### src/rtl/fifo_uart_tx.sv
// rtl/fifo_uart_tx.sv - FIFO read-side UART transmitter, one bit per i_clk.
// Pops a word when free, then sends start, data LSB first, optional parity, stop.
module fifo_uart_tx #(
   parameter int D_SIZE = 8
) (
   input  logic              i_clk,
   input  logic              i_rstn,
   input  logic              i_fifo_empty,
   input  logic [D_SIZE-1:0] i_fifo_data,
   input  logic              i_par_en,
   input  logic              i_par_typ,
   output logic              o_fifo_rd_inc,
   output logic              o_tx_out,
   output logic              o_busy
);

   localparam int CW = (D_SIZE > 1) ? $clog2(D_SIZE) : 1;

   typedef enum logic [2:0] {IDLE, START, DATA, PARITY, STOP} state_t;

   state_t              state;
   logic [CW-1:0]       bit_cnt;
   logic [D_SIZE-1:0]   shreg;
   logic                par_en_q;
   logic                parity_q;
   logic                capture;

   // A word may only be taken when idle or on the final stop-bit edge.
   always_comb begin
      capture = 1'b0;
      if (!i_fifo_empty && (state == IDLE || state == STOP))
         capture = 1'b1;
   end

   always_ff @(posedge i_clk or negedge i_rstn) begin
      if (!i_rstn) begin
         state         <= IDLE;
         bit_cnt       <= '0;
         shreg         <= '0;
         par_en_q      <= 1'b0;
         parity_q      <= 1'b0;
         o_fifo_rd_inc <= 1'b0;
         o_tx_out      <= 1'b1;
         o_busy        <= 1'b0;
      end else begin
         o_fifo_rd_inc <= 1'b0;
         if (capture) begin
            shreg         <= i_fifo_data;
            par_en_q      <= i_par_en;
            parity_q      <= (^i_fifo_data) ^ i_par_typ;
            o_fifo_rd_inc <= 1'b1;
            o_tx_out      <= 1'b0;
            o_busy        <= 1'b1;
            state         <= START;
         end else begin
            case (state)
               IDLE: begin
                  o_tx_out <= 1'b1;
                  o_busy   <= 1'b0;
               end
               START: begin
                  bit_cnt  <= '0;
                  o_tx_out <= shreg[0];
                  shreg    <= shreg >> 1;
                  state    <= DATA;
               end
               DATA: begin
                  if (bit_cnt == CW'(D_SIZE - 1)) begin
                     if (par_en_q) begin
                        o_tx_out <= parity_q;
                        state    <= PARITY;
                     end else begin
                        o_tx_out <= 1'b1;
                        state    <= STOP;
                     end
                  end else begin
                     bit_cnt  <= bit_cnt + CW'(1);
                     o_tx_out <= shreg[0];
                     shreg    <= shreg >> 1;
                  end
               end
               PARITY: begin
                  o_tx_out <= 1'b1;
                  state    <= STOP;
               end
               STOP: begin
                  o_tx_out <= 1'b1;
                  o_busy   <= 1'b0;
                  state    <= IDLE;
               end
               default: begin
                  o_tx_out <= 1'b1;
                  o_busy   <= 1'b0;
                  state    <= IDLE;
               end
            endcase
         end
      end
   end

endmodule

### config.mk
export PLATFORM = sky130hd
export DESIGN_NAME = fifo_uart_tx
export DESIGN_NICKNAME = d
export VERILOG_FILES = /design/src/rtl/fifo_uart_tx.sv
export SDC_FILE = /design/constraint.sdc
export NUM_CORES = 1
export LEC_CHECK = 0
export CORE_ASPECT_RATIO = 1.5
export CORE_MARGIN = 3
export CORE_UTILIZATION = 35
export DETAILED_ROUTE_END_ITERATION = 8
export PLACE_DENSITY = 0.59
export SLEW_MARGIN = 20
export SYNTH_ARGS = -nofsm -noshare
export SYNTH_HDL_FRONTEND = slang
export SYNTH_SLANG_ARGS = --single-unit
### constraint.sdc
create_clock -name i_clk -period 1.6 [get_ports i_clk]
set_input_delay 0.48 -clock i_clk [delete_from_list [all_inputs] [get_ports i_clk]]
set_output_delay 0.48 -clock i_clk [all_outputs]
set_load 0.02 [all_outputs]
==> flow_summary.yaml <==
clocking:
  cts_root_buffer: "clkbuf_4"
  cts.path.max_buffers: 2
  cts_buffers: 3
  htreeDepth: 1
  cts.sinks: 19
  clk_latency_ns: 0.29
  cts_tree: "yes"
  path_clk_slew_ns: 0.10
critical_path:
  arrival_ns: 1.76
  cp-end-kind: "flop"
  r2r-start: "bit_cnt[0]"
  critPathKind: "flop to flop"
  critPathMaxStageDelay_ns: 0.40
  crit_path_start_kind: "flop"
  critPathRequiredTime_ns: 1.79
  cp_max_fo: 5
  cp_cell_sequence: "ha_2 > ha_4 > nor3b_4 > o21bai_4 > mux2i_1 > a21oi_1"
  cp_top_family: "flip-flops"
  cp_num_buf_inv: 0
  slowest_stage: "dfrtp_1"
  reg2reg_depth: 6
  reg2reg_to: "shreg[6]"
  ff2ff_setup_slack_ns: 0.03
detailed_routing:
  first_pass_iters: 4
  viasPerCell: 4.76
  routedWlPerCell_um: 11.9
  wl_met2_um: 1030
  dr.max_layer_used: "met4"
  wl_met3_um: 71
  routedLengthMet1_um: 783
  routed_wirelength_um: 1900
  vias: 762
  post-route-drc-count: 0
  initialDrtViolationCount: 9
  ant_nets: 0
worst_hold_path:
  hold_end: "shreg[1]"
  holdPathStages: 3
  hp-start: "i_fifo_data[1]"
  hold_path.class: "input pin to flop"
floorplanning:
  dieArea_sq_um: 3450
  die_w_um: 49.0
  start_util_pct: 38.2
  fp.coreArea_sq_um: 2530
  rows: 22
  io_pins: 16
  dieHeight_um: 70.4
global_routing:
  grt_max_degree: 20
  grt_use_total_pct: 13.2
  grt_pass1_wl_um: 3410
  antenna_found_initial: 0
  first_global_vias: 765
  grt.overflow.total: 0
timing:
  max_slew.worst_pin.slew_ns: 0.488
  finalCritPeriodShare_pct: 98.3
  layout_setup_ws_ns: 0.0270
  relSlewSlack_pct: 67.4
  rsz0062_at_grt: "yes"
  fin_skew_ns: 0.00359
  finalSetupViolCount: 0
  min_period_ns: 1.57
  clock.fmax_ghz: 0.636
  hold_violations: 0
  maxSlewViolCount: 0
logic_synthesis:
  synth_top_area_cell: "dfrtp_1"
  synth_top_family_by_area: "compound AO/OA/AOI/OAI gates"
  syn_inst: 98
  synth_top_area_share_pct: 46.5
  ys_seq_elements: 19
  ys_types: 26
  netlist_top_cells_area: "dfrtp_1, mux2i_1, a21oi_1"
  synth_mux_area_share_pct: 7.24
  yosys.area_share.adder_pct: 2.58
  yosysSeqAreaShare_pct: 49.2
  avgSynthCellArea_sq_um: 9.88
  synth_xor_area_share_pct: 7.75
  synth_compound_area_share_pct: 14.3
  synth-simple-area-share_pct: 14.1
  synth_fp_nets: 113
  netlist_area_sq_um: 968
  yosysWarnings: 0
cells_and_area:
  final_cell_mix: "dfrtp_1, nor2_1, a21oi_1, clkdlybuf4s50_1, buf_4"
  nNetsFinal: 140
  final_common_cell: "dfrtp_1"
  insertedDiodeCount: 0
  area_delta_synth_final_pct: 34.0
  instances_no_fill: 160
  fillers: 263
  drive_gt1_share_pct: 17.7
outcome:
  outcome: "finished clean"
power_and_ir_drop:
  p_leak_uw: 0.000611
  peakVddDrop_uv: 640
  power_density_nw_per_um2: 1650
place:
  placedCellCount: 154
  portBuffers: 15
  place_congestion: 0.752
  place_ws_ns: -0.321
  dp_hpwl_um: 1390
job:
  maxCapViolations: 0
==> through the flow <==
stage               util [%]  area (sq um)  power (uW)  TNS (ns)  hold slack [ns]
finish                  51.2          1300        2140         0            0.504
global route            51.2          1300        2350    -0.458            0.518
CTS                     50.2          1270        2130  -0.00684            0.512
detailed placement      47.6          1200        1820     -1.76            0.491
global placement        47.6          1200        1800     -1.76            0.474
floorplan                  -           968        1550         0            0.184
==> worst register-to-register path, cell delays in order (launching register included) <==
cell      delay [ns]
dfrtp_1         0.40
ha_2            0.20
ha_4            0.17
nor3b_4         0.30
o21bai_4        0.14
mux2i_1         0.18
a21oi_1         0.08
==> layer usage <==
layer	vias to the layer above	global-route usage, %
li1	383	-
met2	15	22.5
met1	360	15.1
met5	-	0
met3	4	2.99
met4	0	6.65
==> layout make-up <==
class | instances | area [sq um] | share of cell area, %
clock buffer | 4 | 26.3 | 2.03
inverter | 5 | 20.0 | 1.54
tap | 36 | 45.0 | 3.47
multi-input combinational | 71 | 500 | 38.6
sequential | 19 | 477 | 36.7
timing repair buffer | 25 | 229 | 17.6
==> flip-flops by register name (all words and copies together) (netlist names) <==
signal,flops
shreg,8
bit_cnt,3
state,3
o_busy,1
o_fifo_rd_inc,1
o_tx_out,1
par_en_q,1
parity_q,1
==> what timing repair did <==
item / 4_1_cts / 5_1_grt
hold buffers: 0 / 0
setup buffers: 1 / 0
cloned: 1 / 0
gates resized for setup: 9 / 5
endpoints found under the setup margin: 12 / 10
pin swaps: 2 / 9
==> worst max-delay path by stage <==
stage / startpoint / endpoint / slack [ns] / depth (start not counted)
global route: bit_cnt[0] / shreg[4] / -0.08 / 6
floorplan: bit_cnt[0] / shreg[0] / 0.06 / 7
CTS: bit_cnt[0] / shreg[3] / -0.004 / 6
detailed placement: i_fifo_data[7] / parity_q / -0.32 / 5
global placement: i_fifo_data[2] / parity_q / -0.28 / 5
finish: bit_cnt[0] / shreg[6] / 0.03 / 6
==> synthesized netlist by cell type, drive strengths merged <==
library cell and n:
clkinv 1, nor2b 1, nand3 1, dfstp 1, mux2i 7, xnor2 4, o31a 1, inv 4
or3 1, ha 2, nor2 13, nand2b 3, buf 4, nor3b 1, dfrtp 18, xor2 2
o21ai 8, o22a 1, nand2 9, o21bai 1, xnor3 1, a21oi 11, nor3 1, a22oi 2
==> logic make-up (layout without fill, tap and decap cells) <==
| group | Yosys count | after routing |
|---|---|---|
| simple gates | 30 | 30 |
| compound gates | 24 | 25 |
| flops | 19 | 19 |
| buf+inv | 9 | 34 |
| xor+xnor | 7 | 7 |
| mux | 7 | 7 |
| fa+ha+maj | 2 | 2 |
==> where the power goes <==
| group | leakage (uW) | switching [uW] | internal [uW] | total (uW) |
|---|---|---|---|---|
| Combinational | 0.000367 | 516 | 530 | 1050 |
| Sequential | 0.000230 | 143 | 710 | 853 |
| Clock | 0.0000150 | 140 | 97.0 | 237 |
No activity file was read; power rests on OpenSTA's default activity.
